===== src/rtl/gold_spawn_if.sv =====
// Request/stream bundle between the level-setup FSM, the spawn generator and the draw pipeline.
// Handshake: a position transfers on any clk edge where out_valid & out_ready; while out_valid is high and out_ready low, x_pos/y_pos/cell_idx hold.
interface gold_spawn_if #(
  parameter int CNT_W = 7,
  parameter int IDX_W = 6,
  parameter int X_W   = 9,
  parameter int Y_W   = 8
);
  logic             start;
  logic [CNT_W-1:0] count;
  logic             clear;
  logic             out_valid;
  logic             out_ready;
  logic [X_W-1:0]   x_pos;
  logic [Y_W-1:0]   y_pos;
  logic [IDX_W-1:0] cell_idx;
  logic             busy;
  logic             done;
  logic [CNT_W-1:0] free_cnt;

  modport master (
    input  start, count, clear, out_ready,
    output out_valid, x_pos, y_pos, cell_idx, busy, done, free_cnt
  );

  modport slave (
    output start, count, clear, out_ready,
    input  out_valid, x_pos, y_pos, cell_idx, busy, done, free_cnt
  );
endinterface


===== src/rtl/gold_spawn_gen.sv =====
// LFSR spawn generator: emits unique (x,y) grid positions from a free-running Galois LFSR.
// Optional SPAWN_SEED_LOAD_EN adds seed_load/seed ports for a runtime reseed.
module gold_spawn_gen #(
  parameter int                LFSR_W = 8,
  parameter logic [LFSR_W-1:0] TAPS   = 8'hB8,
  parameter logic [LFSR_W-1:0] SEED   = 8'hFF,
  parameter int                COLS   = 8,
  parameter int                ROWS   = 8,
  parameter int                X0     = 2,
  parameter int                DX     = 42,
  parameter int                Y0     = 50,
  parameter int                DY     = 24,
  parameter int                X_W    = 9,
  parameter int                Y_W    = 8,
  localparam int               CELLS  = COLS * ROWS,
  localparam int               IDX_W  = $clog2(CELLS),
  localparam int               CNT_W  = $clog2(CELLS + 1)
) (
  input  logic              clk,
  input  logic              resetn,
`ifdef SPAWN_SEED_LOAD_EN
  input  logic              seed_load,
  input  logic [LFSR_W-1:0] seed,
`endif
  gold_spawn_if.master      bus,
  output logic [1:0]        dbg_state_o,
  output logic [LFSR_W-1:0] dbg_lfsr_o
);

  localparam int               COL_B   = $clog2(COLS);
  localparam logic [CNT_W-1:0] CELLS_C = CNT_W'(CELLS);

  typedef enum logic [1:0] {S_IDLE, S_SEARCH, S_PRESENT} state_e;

  state_e             state_q, state_d;
  logic [LFSR_W-1:0]  lfsr_q, lfsr_d;
  logic [CELLS-1:0]   bitmap_q, bitmap_d;
  logic [CNT_W-1:0]   free_q, free_d;
  logic [CNT_W-1:0]   rem_q, rem_d;
  logic [X_W-1:0]     x_q, x_d;
  logic [Y_W-1:0]     y_q, y_d;
  logic [IDX_W-1:0]   idx_q, idx_d;
  logic               done_q, done_d;

  logic [IDX_W-1:0]   cand, cand_col, cand_row;
  logic               cand_ok;
  logic [X_W-1:0]     cand_x;
  logic [Y_W-1:0]     cand_y;
  logic [CNT_W-1:0]   avail_cnt, eff_cnt;

  // Free-running Galois step; an all-zero state would lock up, so it reloads SEED.
  always_comb begin
    lfsr_d = (lfsr_q == '0) ? SEED
           : ({1'b0, lfsr_q[LFSR_W-1:1]} ^ (lfsr_q[0] ? TAPS : '0));
`ifdef SPAWN_SEED_LOAD_EN
    if (seed_load) lfsr_d = (seed == '0) ? SEED : seed;
`endif
  end

  always_comb begin
    cand      = lfsr_q[IDX_W-1:0];
    cand_col  = cand & IDX_W'(COLS - 1);
    cand_row  = cand >> COL_B;
    cand_ok   = (CNT_W'(cand) < CELLS_C) && !bitmap_q[cand];
    cand_x    = X_W'(X0) + X_W'(cand_col) * X_W'(DX);
    cand_y    = Y_W'(Y0) + Y_W'(cand_row) * Y_W'(DY);
    // A same-cycle clear empties the grid before the request is sized.
    avail_cnt = bus.clear ? CELLS_C : free_q;
    eff_cnt   = (bus.count < avail_cnt) ? bus.count : avail_cnt;
  end

  always_comb begin
    state_d  = state_q;
    bitmap_d = bitmap_q;
    free_d   = free_q;
    rem_d    = rem_q;
    x_d      = x_q;
    y_d      = y_q;
    idx_d    = idx_q;
    done_d   = 1'b0;
    case (state_q)
      S_IDLE: begin
        if (bus.clear) begin
          bitmap_d = '0;
          free_d   = CELLS_C;
        end
        if (bus.start) begin
          if (eff_cnt != '0) begin
            rem_d   = eff_cnt;
            state_d = S_SEARCH;
          end else begin
            done_d  = 1'b1;
          end
        end
      end
      S_SEARCH: begin
        if (cand_ok) begin
          bitmap_d[cand] = 1'b1;
          free_d         = free_q - CNT_W'(1);
          x_d            = cand_x;
          y_d            = cand_y;
          idx_d          = cand;
          state_d        = S_PRESENT;
        end
      end
      S_PRESENT: begin
        if (bus.out_ready) begin
          rem_d = rem_q - CNT_W'(1);
          if (rem_q == CNT_W'(1)) begin
            state_d = S_IDLE;
            done_d  = 1'b1;
          end else begin
            state_d = S_SEARCH;
          end
        end
      end
      default: state_d = S_IDLE;
    endcase
  end

  always_ff @(posedge clk) begin
    if (!resetn) begin
      state_q  <= S_IDLE;
      lfsr_q   <= SEED;
      bitmap_q <= '0;
      free_q   <= CELLS_C;
      rem_q    <= '0;
      x_q      <= X_W'(X0);
      y_q      <= Y_W'(Y0);
      idx_q    <= '0;
      done_q   <= 1'b0;
    end else begin
      state_q  <= state_d;
      lfsr_q   <= lfsr_d;
      bitmap_q <= bitmap_d;
      free_q   <= free_d;
      rem_q    <= rem_d;
      x_q      <= x_d;
      y_q      <= y_d;
      idx_q    <= idx_d;
      done_q   <= done_d;
    end
  end

  assign bus.out_valid = (state_q == S_PRESENT);
  assign bus.busy      = (state_q != S_IDLE);
  assign bus.done      = done_q;
  assign bus.x_pos     = x_q;
  assign bus.y_pos     = y_q;
  assign bus.cell_idx  = idx_q;
  assign bus.free_cnt  = free_q;
  assign dbg_state_o   = state_q;
  assign dbg_lfsr_o    = lfsr_q;

endmodule


===== src/flat_wrapper.sv =====
// flat-port wrapper written by rule: the top's interface ports become plain ports
module gold_spawn_gen_flat 
#(
  parameter int                LFSR_W = 8,
  parameter logic [LFSR_W-1:0] TAPS   = 8'hB8,
  parameter logic [LFSR_W-1:0] SEED   = 8'hFF,
  parameter int                COLS   = 8,
  parameter int                ROWS   = 8,
  parameter int                X0     = 2,
  parameter int                DX     = 42,
  parameter int                Y0     = 50,
  parameter int                DY     = 24,
  parameter int                X_W    = 9,
  parameter int                Y_W    = 8,
  localparam int               CELLS  = COLS * ROWS,
  localparam int               IDX_W  = $clog2(CELLS),
  localparam int               CNT_W  = $clog2(CELLS + 1)
)
  (clk, resetn, dbg_state_o, dbg_lfsr_o, bus_start, bus_count, bus_clear, bus_out_ready, bus_out_valid, bus_x_pos, bus_y_pos, bus_cell_idx, bus_busy, bus_done, bus_free_cnt);
  gold_spawn_if #(.CNT_W((7)), .IDX_W((6)), .X_W(X_W), .Y_W(Y_W)) bus_i ();
  input  logic clk;
  input  logic resetn;
  output logic [1:0] dbg_state_o;
  output logic [LFSR_W-1:0] dbg_lfsr_o;
  input wire logic [$bits(bus_i.start)-1:0] bus_start;
  input wire logic [$bits(bus_i.count)-1:0] bus_count;
  input wire logic [$bits(bus_i.clear)-1:0] bus_clear;
  input wire logic [$bits(bus_i.out_ready)-1:0] bus_out_ready;
  output wire logic [$bits(bus_i.out_valid)-1:0] bus_out_valid;
  output wire logic [$bits(bus_i.x_pos)-1:0] bus_x_pos;
  output wire logic [$bits(bus_i.y_pos)-1:0] bus_y_pos;
  output wire logic [$bits(bus_i.cell_idx)-1:0] bus_cell_idx;
  output wire logic [$bits(bus_i.busy)-1:0] bus_busy;
  output wire logic [$bits(bus_i.done)-1:0] bus_done;
  output wire logic [$bits(bus_i.free_cnt)-1:0] bus_free_cnt;
  assign bus_i.start = bus_start;
  assign bus_i.count = bus_count;
  assign bus_i.clear = bus_clear;
  assign bus_i.out_ready = bus_out_ready;
  assign bus_out_valid = bus_i.out_valid;
  assign bus_x_pos = bus_i.x_pos;
  assign bus_y_pos = bus_i.y_pos;
  assign bus_cell_idx = bus_i.cell_idx;
  assign bus_busy = bus_i.busy;
  assign bus_done = bus_i.done;
  assign bus_free_cnt = bus_i.free_cnt;
  gold_spawn_gen #(.LFSR_W(LFSR_W), .TAPS(TAPS), .SEED(SEED), .COLS(COLS), .ROWS(ROWS), .X0(X0), .DX(DX), .Y0(Y0), .DY(DY), .X_W(X_W), .Y_W(Y_W)) u_core (.clk(clk), .resetn(resetn), .bus(bus_i), .dbg_state_o(dbg_state_o), .dbg_lfsr_o(dbg_lfsr_o));
endmodule

===== config.mk =====
export PLATFORM = sky130hd
export DESIGN_NAME = gold_spawn_gen_flat
export DESIGN_NICKNAME = d
export VERILOG_FILES = /design/src/rtl/gold_spawn_if.sv /design/src/rtl/gold_spawn_gen.sv /design/src/flat_wrapper.sv
export SDC_FILE = /design/constraint.sdc
export NUM_CORES = 1
export LEC_CHECK = 0
export ABC_CLOCK_PERIOD_IN_PS = 2800
export BUFFER_PORTS_ARGS = -buffer_cell sky130_fd_sc_hd__buf_4
export CAP_MARGIN = 20
export CORE_UTILIZATION = 55
export CTS_BUF_LIST = sky130_fd_sc_hd__clkbuf_8
export DETAILED_ROUTE_END_ITERATION = 8
export GPL_TIMING_DRIVEN = 0
export PLACE_DENSITY = 0.79
export SYNTH_ARGS = -nofsm -noshare
export SYNTH_HDL_FRONTEND = slang
export SYNTH_SLANG_ARGS = --single-unit

===== constraint.sdc =====
create_clock -name clk -period 2.8 [get_ports clk]
set_input_delay 0.56 -clock clk [delete_from_list [all_inputs] [get_ports clk]]
set_output_delay 0.56 -clock clk [all_outputs]
set_load 0.01 [all_outputs]

* Word-level counts from Yosys, hierarchy flattened *
Index checks and enable logic that the tools add are counted.

word-level totals
  bits in registers = 112
  output and inout bits = 43

operators by class
  add/subtract/negate cells = 4
  $mul = 2
  equality and inequality tests = 8
  reductions and logical operators = 13
  magnitude comparators = 3
  bitwise logic cells = 4
  muxes and demuxes = 27

operator list
  kind                 count
  $mux 64              2
  $pmux 64 s2          1
  $or 64x64->64        1
  $mux 7               6
  $pmux 7 s2           2
  $sub 7x1->7 const B  2
  $add 2x9->9 const A  1
  $add 6x8->8 const A  1
  $logic_not 8->1      1
  $mul 3x5->8 const B  1
  $mux 2               4
  $mux 8               1
  $ne 2x2->1 const B   4
  $reduce_and 4->1     2
  $xor 7x8->8          1
  $eq 7x1->1 const B   1
  $lt 6x7->1 const B   1
  $lt 7x7->1           1
  $mux 1               7
  $reduce_bool 7->1    1
  $bmux 1 s6           1
  $demux 1 s6          1
  $ge 6x1->1 const B   1
  $pmux 2 s3           1
  12 further kinds     16

* Logic depth before layout (Yosys ltp) *
Gate-level depths: netlist (run 1).

  depth in word-level cells = 7
  mapped depth = 12
  depth with buffers taken out = 9

* Worst setup path after synthesis (run 1) *
OpenSTA, ideal clock, no wires.

  path type = input to register
  from = in bus_clear
  to = reg u_core.rem_q[6]
  data required time = 2.669 ns
  path buffers = 2
  stages on the path = 11
  arrival time = 2.702 ns
  setup slack = -0.033 ns
  setup time = 0.131 ns
  cell sequence = clkbuf_1 nand2b_1 ha_1 a21o_1 a21oi_1 a21bo_2 a211oi_1 o21ai_0 buf_2 o211ai_1 o31ai_1

between the ends
  longest elaborated chain between the ends = 6
  elaborated cells between the ends (all ways) = 9

ends and longest elaborated chain
  what                                                             RTL line               text
  from (decl)                                                      flat_wrapper.sv:27     input wire logic [$bits(bus_i.clear)-1:0] bus_clear;
  $mux 7 *                                                         gold_spawn_gen.sv:68   avail_cnt = bus.clear ? CELLS_C : free_q;
  $lt 7x7->1                                                       gold_spawn_gen.sv:69   eff_cnt = (bus.count < avail_cnt) ? bus.count : avail_cnt;
  $mux 7 *                                                         gold_spawn_gen.sv:69
  $reduce_bool 7->1 or $mux 7 (tied branches)                      gold_spawn_gen.sv:88   if (eff_cnt != '0) begin
  $ne 2x1->1 (no source line) or $mux 7 (tied branches)            -
  $reduce_and 4->1 (no source line) or $pmux 7 s2 (tied branches)  -
  to (signal assigned)                                             gold_spawn_gen.sv:137  rem_q <= rem_d;
  to (decl)                                                        gold_spawn_gen.sv:39   logic [CNT_W-1:0] rem_q, rem_d;

Mark *: on every way between the ends. The rest lies on a longest branch, timed or not. The select of a mux whose other input is x is not followed.
A chain may end at the register's enable or synchronous reset.

* Worst setup path after layout (run 1) *
  from = reg u_core.lfsr_q[1], in the netlist u_core.dbg_lfsr_o[1]
  to = reg u_core.y_q[5], in the netlist u_core.bus.y_pos[5]

between the ends
  longest elaborated chain between the ends = 4

ends and longest elaborated chain
  what                               RTL line               text
  from (decl)                        gold_spawn_gen.sv:36   logic [LFSR_W-1:0] lfsr_q, lfsr_d;
  from (signal assigned)             gold_spawn_gen.sv:134  lfsr_q <= lfsr_d;
  $bmux 1 s6                         gold_spawn_gen.sv:64   cand_ok = (CNT_W'(cand) < CELLS_C) && !bitmap_q[cand];
  $mux 1 (not written as such)       gold_spawn_gen.sv:64
  $not 1->1 (no source line)         -
  $reduce_and 2->1 (no source line)  -
  to (signal assigned)               gold_spawn_gen.sv:129  y_q <= Y_W'(Y0);
  to (signal assigned)               gold_spawn_gen.sv:139  y_q <= y_d;
  to (decl)                          gold_spawn_gen.sv:41   logic [Y_W-1:0] y_q, y_d;

Every way passes these cells. The select of a mux whose other input is x is not followed.

==> summary.txt, run 1 <==
Run status
  – Status: complete, no violations

Synthesis
  – Count of unique library cells instantiated by Yosys: 66
  – Yosys synthesis warning count: 0
  – Cells after synthesis: slightly below 600
  – Primary flip-flop cell chosen by synthesis mapping: sky130_fd_sc_hd__dfxtp_1
  – Synthesized area divided by synthesized cell count: about 9.4 sq um
  – Flops & latches, synth: ~110
  – EDFF count, synth: 0
  – Seq/Total Area, Yosys: 0.3858
  – Asr flop ratio synth: 0
  – Syn Std Cell Area: between 5000 and 6000 sq um

STA
  – Max Clk Rate: around 0.36 GHz
  – Transition time of the tightest slew-check pin: 0.8576 ns
  – Count of pins over their slew limit: 0
  – Final hold violation count: 0
  – Minimum clock period after layout: 2.789 ns
  – Rel. slew slack: 0.4262
  – Setup violation total in the final timing report: 0
  – Max Clock Skew: 0.01689 ns
  – Tcrit/Tclk final: 0.9960
  – Post-route worst hold slack: approximately 0.46 ns

Floorplanning
  – Effective utilization at floorplan: 0.5680
  – Number of placed I/O pins: 55
  – Placeable core region: between 9000 and 10000 sq um
  – Width of the chip: 102.5 microns
  – Area of the die: around 10000 sq um
  – Height of the chip: ~100 microns
  – Cell Rows: 36

CTS
  – Cts-stage hold buffer count: 0
  – Maximum number of buffers from clock root to sink: 2
  – Root buf cell: sky130_fd_sc_hd__clkbuf_8
  – Insertion delay of the later-clocked pin in the worst-skew pair: 0.38 ns
  – Total CTS buffers: 9
  – CTS tree: built
  – Clock H-tree levels: 3
  – Register clock-pin slew on the reported worst setup and hold paths: ~0.11 ns
  – CTS Sinks: about 110

Place
  – Placement-stage cell area: 6106 sq um
  – Routability Congestion: 0.9095
  – Post-placement cell count: slightly below 800
  – Placed wire-length estimate: ~11000 microns
  – Number of input and output port buffers inserted: 50

Hold path
  – Count of cells along the worst hold path: 2
  – End of the worst hold path: u_core.bus.cell_idx[4]
  – Startpoint of the most critical hold path: u_core.bus.cell_idx[4]
  – Path category of the worst min-delay check: reg -> reg

Cells and area
  – Layout Nets: approximately 700
  – Cell Count, Final, Fillers Out: roughly 800
  – Area grow syn2layout: 18.93%
  – Count of antenna diodes in the layout: 0
  – Fraction of final layout cells sized beyond drive strength 1: 0.2372
  – Top library cells by usage in the layout, fill and taps aside: 104 x sky130_fd_sc_hd__dfxtp_1, 69 x sky130_fd_sc_hd__buf_4, 62 x sky130_fd_sc_hd__nand2_1, 57 x sky130_fd_sc_hd__a32o_1, 29 x sky130_fd_sc_hd__mux2i_1
  – Number of fill cells in the layout: 779
  – Area of all placed cells without fillers: 6603 sq um
  – Leading cell type in the layout, fill and taps excluded: sky130_fd_sc_hd__dfxtp_1

Global routing
  – Initial antenna violation count: 0
  – GR Util All Layers: 0.2956
  – Vias in the first global route: ~4700
  – Global-route wire length before repair: between 20000 and 25000 microns
  – Total gr overflow: 0
  – Pin count of the biggest net entering global routing: 20

Route
  – WL per Instance: 19.50 microns
  – Vias/cell: roughly 6.4
  – Iteration-0 DRC count of the detailed router: 477
  – Routed via count: 5152
  – WL final: 15580 microns
  – Count of antenna-violating nets left after detailed routing: 0
  – Detailed-route DRC error count: 0
  – Number of optimization iterations in the first detailed-route pass: 5

Power and ir drop
  – Post-layout power: 3.342 mW
  – Lkg Pwr: roughly 2.7 nW
  – Ratio of total power to cell area: between 500 and 600 nW/um^2
  – Max rail drop VDD: 0.4752 mV

Critical path
  – Worst R2R Start: u_core.dbg_lfsr_o[1]
  – Worst Setup Path Type: reg -> reg
  – Data arrival time of the critical path: ~3.1 ns
  – Terminus of the critical flop-to-flop path: u_core.bus.y_pos[5]
  – Startpoint kind of the worst setup timing path: flip-flop
  – Reg2reg setup slack: 0.01 ns
  – CP endpoint kind: flip-flop
  – Maximum fanout encountered on the critical timing path: 6
  – Number of cells traversed by the worst register-to-register path: 9
  – Worst EP required: just over 3 ns

Run
  – Max-cap check violation count: 0
-- critical path, cell delays in order (launching register included) --
cell,delay (ns)
sky130_fd_sc_hd__dfxtp_4,0.40
sky130_fd_sc_hd__buf_12,0.13
sky130_fd_sc_hd__mux4_2,0.50
sky130_fd_sc_hd__nor3_2,0.25
sky130_fd_sc_hd__a2111oi_4,0.11
sky130_fd_sc_hd__or3_1,0.41
sky130_fd_sc_hd__buf_6,0.15
sky130_fd_sc_hd__a21oi_4,0.22
sky130_fd_sc_hd__buf_6,0.18
sky130_fd_sc_hd__mux2_4,0.31
-- synth_stat cells, types with 3 or more instances --
| cell | count | share of area |
|---|---|---|
| sky130_fd_sc_hd__o21ai_0 | 21 | 0.019 |
| sky130_fd_sc_hd__nand2_1 | 62 | 0.042 |
| sky130_fd_sc_hd__buf_2 | 8 | 0.0072 |
| sky130_fd_sc_hd__and3_1 | 3 | 0.0034 |
| sky130_fd_sc_hd__buf_6 | 8 | 0.016 |
| sky130_fd_sc_hd__a21oi_1 | 18 | 0.016 |
| sky130_fd_sc_hd__dfxtp_1 | 107 | 0.39 |
| sky130_fd_sc_hd__or3_1 | 4 | 0.0045 |
| sky130_fd_sc_hd__mux2i_1 | 30 | 0.054 |
| sky130_fd_sc_hd__nor4b_1 | 3 | 0.0047 |
| sky130_fd_sc_hd__nor3_1 | 11 | 0.0099 |
| sky130_fd_sc_hd__mux4_2 | 3 | 0.012 |
| sky130_fd_sc_hd__inv_1 | 19 | 0.013 |
| sky130_fd_sc_hd__o221ai_1 | 3 | 0.0047 |
| sky130_fd_sc_hd__buf_1 | 8 | 0.0054 |
| sky130_fd_sc_hd__o41ai_1 | 5 | 0.0079 |
| sky130_fd_sc_hd__a32o_1 | 57 | 0.10 |
| sky130_fd_sc_hd__or4_1 | 3 | 0.0041 |
| sky130_fd_sc_hd__ha_1 | 23 | 0.052 |
| sky130_fd_sc_hd__a22oi_1 | 5 | 0.0068 |
| sky130_fd_sc_hd__nand4_1 | 3 | 0.0034 |
| sky130_fd_sc_hd__nand3_1 | 8 | 0.0072 |
| sky130_fd_sc_hd__a22o_1 | 3 | 0.0047 |
| sky130_fd_sc_hd__o22ai_1 | 3 | 0.0034 |
| sky130_fd_sc_hd__nor2_1 | 26 | 0.018 |
| sky130_fd_sc_hd__xor2_1 | 3 | 0.0047 |
| sky130_fd_sc_hd__clkbuf_1 | 22 | 0.015 |
| sky130_fd_sc_hd__o211ai_1 | 7 | 0.0095 |
| sky130_fd_sc_hd__and2_1 | 4 | 0.0045 |
| sky130_fd_sc_hd__a211o_1 | 5 | 0.0079 |
| sky130_fd_sc_hd__xnor2_1 | 7 | 0.011 |
| sky130_fd_sc_hd__a221oi_1 | 4 | 0.0063 |
| sky130_fd_sc_hd__nor2b_1 | 6 | 0.0068 |
| sky130_fd_sc_hd__buf_4 | 9 | 0.012 |
| sky130_fd_sc_hd__a31oi_1 | 8 | 0.0090 |
| sky130_fd_sc_hd__a211oi_1 | 3 | 0.0041 |
| sky130_fd_sc_hd__nand2b_1 | 14 | 0.016 |
| sky130_fd_sc_hd__mux2_2 | 11 | 0.022 |
-- cells by family (layout without fill, tap and decap cells) --
kind of cell | Yosys count | in the layout | synth area share
fa+ha+maj | 24 | 24 | 0.05544
compound gates | 167 | 167 | 0.2436
flops | 107 | 107 | 0.3858
other cells | 2 | 4 | 0.001353
xor+xnor | 10 | 10 | 0.01578
buf+inv | 75 | 151 | 0.06942
simple gates | 158 | 158 | 0.1379
mux | 45 | 45 | 0.09060
-- state kept, by name (all words and copies together), names as in the netlist --
register             count
u_core.bitmap_q         64
u_core.bus.cell_idx      6
u_core.bus.done          1
u_core.bus.free_cnt      7
u_core.bus.x_pos         8
u_core.bus.y_pos         4
u_core.dbg_lfsr_o        8
u_core.dbg_state_o       2
u_core.rem_q             7
-- through the flow --
step	utilization	setup TNS, ns	setup slack [ns]
3_3_place_gp	0.6247	-14.71	-0.3462
2_1_floorplan	-	0	0.06046
4_1_cts	0.6528	0	0.002693
6_report	0.6755	0	0.01129
5_1_grt	0.6755	-0.1809	-0.03770
3_5_place_dp	0.6247	-19.34	-0.3956
-- where the power goes --
part           total, mW  internal [mW]  switching, mW
combinational      0.800          0.332          0.468
sequential          1.63           1.58         0.0591
clock              0.907          0.340          0.567
-- layer usage --
layer	vias up	GRT usage	wire length, microns
met3	34	0.07182	1397
met2	281	0.4856	7598
met4	0	0.1077	271
li1	2351	-	-
met1	2486	0.3756	6311
met5	-	0	0
-- how the worst max path moves through the flow --
stage	start	to	slack [ns]
floorplan	bus_clear	u_core.rem_q[3]	0.06
CTS	u_core.dbg_lfsr_o[4]	u_core.bitmap_q[2]	0.003
global placement	bus_clear	u_core.rem_q[3]	-0.35
global route	u_core.dbg_lfsr_o[1]	u_core.bus.cell_idx[3]	-0.04
finish	u_core.dbg_lfsr_o[1]	u_core.bus.y_pos[5]	0.01
detailed placement	bus_clear	u_core.rem_q[3]	-0.40
-- what timing repair did --
item / CTS / global route
cloned: 1 / 0
pin swaps: 2 / 7
resized for setup: 23 / 42
buffers inserted: 3 / 7
hold endpoints to repair: 0 / 0
endpoints found under the setup margin: 94 / 102
-- final cells by class --
type / count / area (sq um) / area share
multi-input cells: 408 / 3197 / 0.4842
repair buffers: 61 / 474.2 / 0.07182
well taps: 133 / 166.4 / 0.02520
flip-flops and latches: 107 / 2151 / 0.3258
clock inverters: 7 / 56.30 / 0.008528
plain buffers: 54 / 349.1 / 0.05287
clock buffers: 9 / 123.9 / 0.01876
inverters: 20 / 85.08 / 0.01289
Note: power is estimated with default switching activity, not from simulation.
==> run 2, diff against run 1 <==
==> constraint.sdc (replaced) <==
create_clock -name clk -period 2.8 [get_ports clk]
set_input_delay 0 -clock clk [delete_from_list [all_inputs] [get_ports clk]]
set_output_delay 0 -clock clk [all_outputs]
set_load 0.01 [all_outputs]
==> summary.txt, run 2 (same netlist as run 1, synthesis figures left out) <==
Power and ir drop
  – Max rail drop VDD: 0.3092 mV (was 0.4752 mV)
  – Ratio of total power to cell area: 516.8 nW/um^2 (was 506.1 nW/um^2)
  – Lkg Pwr: 2.716 nW (was 2.697 nW)

Floorplanning
  – Cell Rows: 36 (unchanged)
  – Effective utilization at floorplan: 0.5680 (unchanged)
  – Number of placed I/O pins: 55 (unchanged)
  – Area of the die: 10500 sq um (unchanged)
  – Width of the chip: 102.5 microns (unchanged)
  – Height of the chip: 102.5 microns (unchanged)
  – Placeable core region: 9774 sq um (unchanged)

Cells and area
  – Cell Count, Final, Fillers Out: 803 (was 799)
  – Count of antenna diodes in the layout: 0 (unchanged)
  – Leading cell type in the layout, fill and taps excluded: sky130_fd_sc_hd__dfxtp_1 (unchanged)
  – Fraction of final layout cells sized beyond drive strength 1: 0.2224 (was 0.2372)
  – Largest register FFs: 64 (unchanged)
  – Area grow syn2layout: 19.22% (was 18.93%)
  – Register with the highest flop count: u_core.bitmap_q (unchanged)
  – Top library cells by usage in the layout, fill and taps aside: 102 x sky130_fd_sc_hd__dfxtp_1, 71 x sky130_fd_sc_hd__buf_4, 62 x sky130_fd_sc_hd__nand2_1, 57 x sky130_fd_sc_hd__a32o_1, 29 x sky130_fd_sc_hd__mux2i_1 (was 104 x sky130_fd_sc_hd__dfxtp_1, 69 x sky130_fd_sc_hd__buf_4, 62 x sky130_fd_sc_hd__nand2_1, 57 x sky130_fd_sc_hd__a32o_1, 29 x sky130_fd_sc_hd__mux2i_1)
  – Area of all placed cells without fillers: 6619 sq um (was 6603 sq um)
  – Layout Nets: 701 (was 697)

Global routing
  – Initial antenna violation count: 0 (unchanged)
  – Vias in the first global route: 4708 (was 4712)
  – GR Util All Layers: 0.2936 (was 0.2956)
  – Pin count of the biggest net entering global routing: 20 (unchanged)
  – Global-route wire length before repair: 23640 microns (was 23650 microns)
  – Total gr overflow: 0 (unchanged)

Route
  – Routed via count: 5106 (was 5152)
  – Iteration-0 DRC count of the detailed router: 436 (was 477)
  – WL per Instance: 18.80 microns (was 19.50 microns)
  – Number of optimization iterations in the first detailed-route pass: 5 (unchanged)
  – WL final: 15090 microns (was 15580 microns)
  – Count of antenna-violating nets left after detailed routing: 0 (unchanged)
  – Vias/cell: 6.359 (was 6.448)
  – Detailed-route DRC error count: 0 (unchanged)

CTS
  – Register clock-pin slew on the reported worst setup and hold paths: 0.11 ns (about the same)
  – Maximum number of buffers from clock root to sink: 2 (unchanged)
  – CTS Sinks: 107 (unchanged)
  – Total CTS buffers: 9 (unchanged)
  – Insertion delay of the later-clocked pin in the worst-skew pair: 0.38 ns (about the same)
  – Root buf cell: sky130_fd_sc_hd__clkbuf_8 (unchanged)
  – Clock H-tree levels: 3 (unchanged)
  – CTS tree: built (unchanged)

Critical path
  – Worst EP required: 3.06 ns (about the same)
  – Total stage count of the critical path: 9 (unchanged)
  – Terminus of the critical flop-to-flop path: u_core.bus.y_pos[4] (was u_core.bus.y_pos[5])
  – Slowest cell on crit path: sky130_fd_sc_hd__mux4_2 (unchanged)
  – Worst R2R Start: u_core.dbg_lfsr_o[1] (unchanged)
  – Worst Setup Path Type: reg -> reg (unchanged)
  – Startpoint kind of the worst setup timing path: flip-flop (unchanged)
  – Reg2reg setup slack: 0.05 ns (was 0.01 ns)
  – Data arrival time of the critical path: 3.01 ns (was 3.05 ns)
  – Maximum fanout encountered on the critical timing path: 5 (was 6)
  – Number of cells traversed by the worst register-to-register path: 9 (unchanged)
  – Crit-path leading delay family: multiplexers (unchanged)
  – CP endpoint kind: flip-flop (unchanged)
  – Cell type with the highest occurrence count on the critical path: sky130_fd_sc_hd__buf_6 (unchanged)
  – CP Buf/Inv Count: 3 (unchanged)
  – Slowest stage delay, CP: 0.53 ns (was 0.50 ns)
  – Critical path cell sequence: buf_12, mux4_2, mux2i_4, a2111oi_4, or3_1, buf_6, a21oi_4, buf_6, mux2_4 (was buf_12, mux4_2, nor3_2, a2111oi_4, or3_1, buf_6, a21oi_4, buf_6, mux2_4)

STA
  – Post-layout worst setup margin: 0.05344 ns (was 0.01129 ns)
  – Max Clock Skew: 0.01468 ns (was 0.01689 ns)
  – Minimum clock period after layout: 2.747 ns (was 2.789 ns)
  – Final hold violation count: 0 (unchanged)
  – Count of pins over their slew limit: 0 (unchanged)
  – Tcrit/Tclk final: 0.9809 (was 0.9960)
  – Rel. slew slack: 0.4479 (was 0.4262)
  – Transition time of the tightest slew-check pin: 0.8250 ns (was 0.8576 ns)
  – Setup violation total in the final timing report: 0 (unchanged)
  – Max Clk Rate: 0.3641 GHz (was 0.3586 GHz)

Place
  – Placement-stage cell area: 6101 sq um (was 6106 sq um)
  – Placed wire-length estimate: 10470 microns (was 10690 microns)
  – Pre-CTS worst setup slack: -0.2655 ns (was -0.3956 ns)
  – Post-placement cell count: 773 (unchanged)
  – Routability Congestion: 0.9181 (was 0.9095)
  – Number of input and output port buffers inserted: 50 (unchanged)

Hold path
  – Count of cells along the worst hold path: 5 (was 2)
  – End of the worst hold path: u_core.rem_q[4] (was u_core.bus.cell_idx[4])
  – Startpoint of the most critical hold path: bus_count[4] (was u_core.bus.cell_idx[4])
  – Path category of the worst min-delay check: in -> reg (was reg -> reg)

Run
  – Max-cap check violation count: 0 (unchanged)

Run status
  – Status: complete, no violations (unchanged)
==> run 2: cell count changes in the layout (fill, tap and decap cells not counted), moves of 2 or more <==
cell and delta:
sky130_fd_sc_hd__a21oi_1 +2, sky130_fd_sc_hd__a21oi_2 -2, sky130_fd_sc_hd__a221oi_1 +3, sky130_fd_sc_hd__a221oi_2 -3, sky130_fd_sc_hd__buf_4 +2, sky130_fd_sc_hd__clkbuf_1 +3, sky130_fd_sc_hd__clkbuf_2 -2, sky130_fd_sc_hd__dfxtp_1 -2
sky130_fd_sc_hd__dfxtp_2 +2, sky130_fd_sc_hd__inv_1 +2, sky130_fd_sc_hd__inv_6 -2, sky130_fd_sc_hd__o21ai_2 -2
==> run 2: timing repair <==
action,in CTS,in global routing
resized for setup,22,30
pin swaps,1,5
gates cloned,1,1
endpoints found under the setup margin,83,102
hold endpoints to repair,1,0
buffers inserted,2,9
hold buffers,1,0
==> run 2: worst max path at each step <==
stage	start	slack [ns]	endpoint
2_1_floorplan	u_core.dbg_lfsr_o[1]	0.19	u_core.bus.y_pos[4]
3_3_place_gp	u_core.dbg_lfsr_o[0]	-0.21	u_core.bus.x_pos[5]
3_5_place_dp	u_core.dbg_lfsr_o[0]	-0.27	u_core.bus.x_pos[5]
4_1_cts	u_core.dbg_lfsr_o[0]	-0.003	u_core.bus.cell_idx[0]
5_1_grt	u_core.dbg_lfsr_o[0]	-0.01	u_core.bitmap_q[2]
6_report	u_core.dbg_lfsr_o[1]	0.05	u_core.bus.y_pos[4]
==> run 2: tightest hold or removal path, stage by stage <==
cell	delay, ns
sky130_fd_sc_hd__buf_4	0.09
sky130_fd_sc_hd__nand2_1	0.04
sky130_fd_sc_hd__o21ai_0	0.07
sky130_fd_sc_hd__o211ai_1	0.08
sky130_fd_sc_hd__o22ai_1	0.14
==> run 2: power by group <==
group	leakage [nW]	internal, mW	switching, mW	total (mW)
clock	0.108	0.433	0.564	0.997
sequential	0.867	1.58	0.0595	1.64
combinational	1.74	0.331	0.458	0.789
==> run 2: layer usage <==
metal  part of all wire  vias to the layer above  GRT usage
met2               0.47                      250     0.4713
met3              0.082                       37    0.05814
met4              0.025                        0     0.1187
met1               0.42                     2470     0.3859
li1                   -                     2349          -
met5                  0                        -          0
==> run 2: cell type report <==
class / count / area, sq um
Buffer: 55 / 351.6
Sequential cell: 107 / 2153
Fill cell: 754 / 3156
Multi-Input combinational cell: 408 / 3154
Tap cell: 133 / 166.4
Timing Repair Buffer: 64 / 504.2
Inverter: 20 / 81.33
Clock buffer: 9 / 123.9
Clock inverter: 7 / 83.83
==> run 2: metrics by stage <==
stage	util	power [mW]	TNS, ns	hold WS, ns
after floorplan	-	2.143	0	0.1818
after global placement	0.6242	2.359	-11.51	0.3040
after detailed placement	0.6242	2.377	-13.06	0.3150
after CTS	0.6582	3.376	-0.002965	0.08552
after global routing	0.6772	3.569	-0.02646	0.1171
final	0.6772	3.421	0	0.08889
==> run 3, diff against run 2 <==
Settings changed: ABC_AREA set to 1, ABC_CLOCK_PERIOD_IN_PS 2800 to not set.
==> summary.txt, run 3 <==
Run status
  – Status: complete, no violations (unchanged)

STA
  – Transition time of the tightest slew-check pin: 0.5513 ns (was 0.8250 ns)
  – Max Clock Skew: 0.01141 ns (was 0.01468 ns)
  – Count of pins over their slew limit: 0 (unchanged)
  – Final hold violation count: 0 (unchanged)
  – Minimum clock period after layout: 2.596 ns (was 2.747 ns)
  – Rel. slew slack: 0.6320 (was 0.4479)
  – Tcrit/Tclk final: 0.9272 (was 0.9809)
  – Total negative slack: 0 ns (unchanged)
  – Post-layout worst setup margin: 0.2038 ns (was 0.05344 ns)
  – Post-route worst hold slack: 0.1033 ns (was 0.08889 ns)
  – Max Clk Rate: 0.3852 GHz (was 0.3641 GHz)
  – Setup violation total in the final timing report: 0 (unchanged)

Synthesis
  – Synthesized area divided by synthesized cell count: 6.681 sq um (was 9.441 sq um)
  – Count of unique library cells instantiated by Yosys: 36 (was 66)
  – EDFF count, synth: 0 (unchanged)
  – Commonest cells post-synth: 184 x sky130_fd_sc_hd__nand2_1, 128 x sky130_fd_sc_hd__nand3_1, 123 x sky130_fd_sc_hd__nor2_1, 107 x sky130_fd_sc_hd__dfxtp_1, 105 x sky130_fd_sc_hd__inv_1 (was 107 x sky130_fd_sc_hd__dfxtp_1, 62 x sky130_fd_sc_hd__nand2_1, 57 x sky130_fd_sc_hd__a32o_1, 30 x sky130_fd_sc_hd__mux2i_1, 26 x sky130_fd_sc_hd__nor2_1)
  – Area share of the leading cell type in the synthesized netlist: 0.3574 (was 0.3858)
  – Biggest area consumer among synthesized cells: sky130_fd_sc_hd__dfxtp_1 (unchanged)
  – Yosys synthesis warning count: 0 (unchanged)
  – Most area-consuming cells after synthesis: sky130_fd_sc_hd__dfxtp_1 36%, sky130_fd_sc_hd__nand2_1 12%, sky130_fd_sc_hd__nand3_1 11% (was sky130_fd_sc_hd__dfxtp_1 39%, sky130_fd_sc_hd__a32o_1 10%, sky130_fd_sc_hd__mux2i_1 5.4%)
  – Most common cell in the synthesized netlist: sky130_fd_sc_hd__nand2_1 (was sky130_fd_sc_hd__dfxtp_1)
  – Flops & latches, synth: 107 (unchanged)
  – Asr flop ratio synth: 0 (unchanged)
  – Primary flip-flop cell chosen by synthesis mapping: sky130_fd_sc_hd__dfxtp_1 (unchanged)
  – Cells after synthesis: 897 (was 588)
  – Syn Std Cell Area: 5993 sq um (was 5552 sq um)
  – Seq/Total Area, Yosys: 0.3574 (was 0.3858)

Place
  – Routability Congestion: 0.8949 (was 0.9181)
  – Post-placement cell count: 1084 (was 773)
  – Placed wire-length estimate: 11110 microns (was 10470 microns)
  – Placement-stage cell area: 6539 sq um (was 6101 sq um)
  – Pre-CTS worst setup slack: 0.4183 ns (was -0.2655 ns)
  – Number of input and output port buffers inserted: 49 (was 50)

Cells and area
  – Number of fill cells in the layout: 972 (was 754)
  – Leading cell type in the layout, fill and taps excluded: sky130_fd_sc_hd__nand2_1 (was sky130_fd_sc_hd__dfxtp_1)
  – Largest register FFs: 64 (unchanged)
  – Layout Nets: 999 (was 701)
  – Area grow syn2layout: 14.24% (was 19.22%)
  – Top library cells by usage in the layout, fill and taps aside: 184 x sky130_fd_sc_hd__nand2_1, 128 x sky130_fd_sc_hd__nand3_1, 122 x sky130_fd_sc_hd__nor2_1, 106 x sky130_fd_sc_hd__inv_1, 103 x sky130_fd_sc_hd__dfxtp_1 (was 102 x sky130_fd_sc_hd__dfxtp_1, 71 x sky130_fd_sc_hd__buf_4, 62 x sky130_fd_sc_hd__nand2_1, 57 x sky130_fd_sc_hd__a32o_1, 29 x sky130_fd_sc_hd__mux2i_1)
  – Area of all placed cells without fillers: 6847 sq um (was 6619 sq um)
  – Fraction of final layout cells sized beyond drive strength 1: 0.1353 (was 0.2224)
  – Final core utilization: 0.6544 (was 0.6772)
  – Cell Count, Final, Fillers Out: 1104 (was 803)
  – Register with the highest flop count: u_core.bitmap_q (unchanged)
  – Count of antenna diodes in the layout: 0 (unchanged)

CTS
  – CTS tree: built (unchanged)
  – Insertion delay of the later-clocked pin in the worst-skew pair: 0.39 ns (was 0.38 ns)
  – Clock H-tree levels: 3 (unchanged)
  – Post-CTS Setup Bufs: 0 (was 2)
  – CTS Sinks: 107 (unchanged)
  – Maximum number of buffers from clock root to sink: 2 (unchanged)
  – Register clock-pin slew on the reported worst setup and hold paths: 0.10 ns (was 0.11 ns)
  – Root buf cell: sky130_fd_sc_hd__clkbuf_8 (unchanged)
  – Total CTS buffers: 9 (unchanged)

Critical path
  – Worst EP required: 3.13 ns (was 3.06 ns)
  – Worst Setup Path Type: reg -> reg (unchanged)
  – Maximum fanout encountered on the critical timing path: 8 (was 5)
  – Startpoint kind of the worst setup timing path: flip-flop (unchanged)
  – Data arrival time of the critical path: 2.93 ns (was 3.01 ns)
  – Cell type with the highest occurrence count on the critical path: sky130_fd_sc_hd__nand2_1 (was sky130_fd_sc_hd__buf_6)
  – Slowest cell on crit path: sky130_fd_sc_hd__dlygate4sd3_1 (was sky130_fd_sc_hd__mux4_2)
  – CP endpoint kind: flip-flop (unchanged)
  – Critical path cell sequence: nand2_1, ha_1, a21oi_2, nor2_1, nor2_4, nand3_1, nand2_1, nand2_1, nor2_2, nand4_1, a21oi_1, dlygate4sd3_1 (was buf_12, mux4_2, mux2i_4, a2111oi_4, or3_1, buf_6, a21oi_4, buf_6, mux2_4)
  – Slowest stage delay, CP: 0.58 ns (was 0.53 ns)
  – Reg2reg setup slack: 0.20 ns (was 0.05 ns)

Run
  – Max-cap check violation count: 0 (unchanged)

Floorplanning
  – Number of placed I/O pins: 55 (unchanged)
  – Placeable core region: 10460 sq um (was 9774 sq um)
  – Cell Rows: 37 (was 36)
  – Area of the die: 11320 sq um (was 10500 sq um)
  – Height of the chip: 106.4 microns (was 102.5 microns)
  – Width of the chip: 106.4 microns (was 102.5 microns)
  – Effective utilization at floorplan: 0.5728 (was 0.5680)

Power and ir drop
  – Post-layout power: 4.034 mW (was 3.421 mW)
  – Int Pwr: 2.653 mW (was 2.340 mW)
  – Max rail drop VDD: 0.4153 mV (was 0.3092 mV)
  – Fraction of power spent switching nets: 0.3423 (was 0.3160)
  – Ratio of total power to cell area: 589.1 nW/um^2 (was 516.8 nW/um^2)
  – Clk network pwr share: 0.287 (was 0.291)
  – Switching component of the power: 1.381 mW (was 1.081 mW)
  – Portion of total power attributed to combinational logic: 0.292 (was 0.231)
  – Lkg Pwr: 2.915 nW (was 2.716 nW)
  – Fraction of power consumed by sequential logic: 0.422 (was 0.478)

Route
  – Routed via count: 5936 (was 5106)
  – Number of optimization iterations in the first detailed-route pass: 5 (unchanged)
  – Count of antenna-violating nets left after detailed routing: 0 (unchanged)
  – WL final: 15970 microns (was 15090 microns)
  – WL per Instance: 14.47 microns (was 18.80 microns)
  – Iteration-0 DRC count of the detailed router: 543 (was 436)
  – Vias/cell: 5.377 (was 6.359)
  – Detailed-route DRC error count: 0 (unchanged)

Global routing
  – Total gr overflow: 0 (unchanged)
  – Met1 Resource Use GR: 0.3867 (was 0.3859)
  – Initial antenna violation count: 0 (unchanged)
  – Global routing usage on met3: 0.07235 (was 0.05814)
  – GR Util All Layers: 0.2979 (was 0.2936)
  – Most used routing layer in global routing: met2 (unchanged)
  – Vias in the first global route: 5454 (was 4708)
  – Pin count of the biggest net entering global routing: 17 (was 20)
  – Met2 track demand over resource: 0.4824 (was 0.4713)
  – Global-route wire length before repair: 26370 microns (was 23640 microns)

Hold path
  – Path category of the worst min-delay check: in -> reg (unchanged)
-- run 3: cell count changes in the layout (fill, tap and decap cells not counted), sizes merged, moves of 7 or more --
cell | before | now
nand2 | 62 | 191
nand3 | 8 | 132
nor2 | 26 | 132
inv | 23 | 113
a21oi | 19 | 94
a32o | 57 | 0
mux2i | 30 | 0
buf | 95 | 78
nand2b | 14 | 0
mux2 | 12 | 0
a31oi | 8 | 1
-- run 3: cell families after synthesis --
logic type,count (synthesis),synth area share
simple gates,475,0.3466
buf+inv,159,0.1263
compound gates,121,0.1040
flops,107,0.3574
fa+ha+maj,24,0.05136
xor+xnor,9,0.01315
other cells,2,0.001253
-- run 3: repair_timing --
action / in CTS / in global routing
setup endpoints to repair: 0 / 1
gates resized for setup: 0 / 9
hold buffers: 4 / 0
hold endpoints to repair: 5 / 0
-- run 3: final timing paths --
check                              start                      to  depth (start not counted)
setup / recovery  u_core.bus.free_cnt[4]         u_core.bus.done                         12
hold / removal                 bus_clear  u_core.bus.free_cnt[1]                          6
setup reg to reg  u_core.bus.free_cnt[4]         u_core.bus.done                         12
hold reg to reg      u_core.bitmap_q[26]     u_core.bitmap_q[26]                          2
-- run 3: routing by layer --
| layer | vias to the layer above | share of wire |
|---|---|---|
| met1 | 2657 | 0.44 |
| li1 | 2979 | - |
| met4 | 0 | 0.023 |
| met2 | 257 | 0.46 |
| met3 | 43 | 0.081 |
| met5 | - | 0 |
-- run 3: power groups by stage --
stage | Combinational (mW) | Clock [mW] | Sequential, mW
2_1_floorplan | 0.786 | 0 | 1.74
3_3_place_gp | 1.12 | 0 | 1.73
3_5_place_dp | 1.14 | 0 | 1.73
4_1_cts | 1.15 | 1.16 | 1.70
5_1_grt | 1.31 | 1.22 | 1.72
6_report | 1.18 | 1.16 | 1.70
-- run 3: final cells by class --
| type | instances | area, sq um | share of cell area |
|---|---|---|---|
| timing repair buffer | 53 | 407.9 | 0.05958 |
| tap | 136 | 170.2 | 0.02485 |
| clock buffer | 10 | 137.6 | 0.02010 |
| inverter | 113 | 426.7 | 0.06232 |
| buffer | 46 | 330.3 | 0.04825 |
| multi-input combinational | 633 | 3123 | 0.4561 |
| clock inverter | 6 | 103.9 | 0.01517 |
| sequential | 107 | 2147 | 0.3136 |
-- run 3: worst max-delay path: cells and delay by family, from the launching register on --
family / cells / cell delay [ns]
and+or+nand+nor: 8 / 0.95
buffers and inverters: 1 / 0.58
DFF: 1 / 0.38
adders and majority gates: 1 / 0.33
AOI/OAI and AO/OA: 2 / 0.30
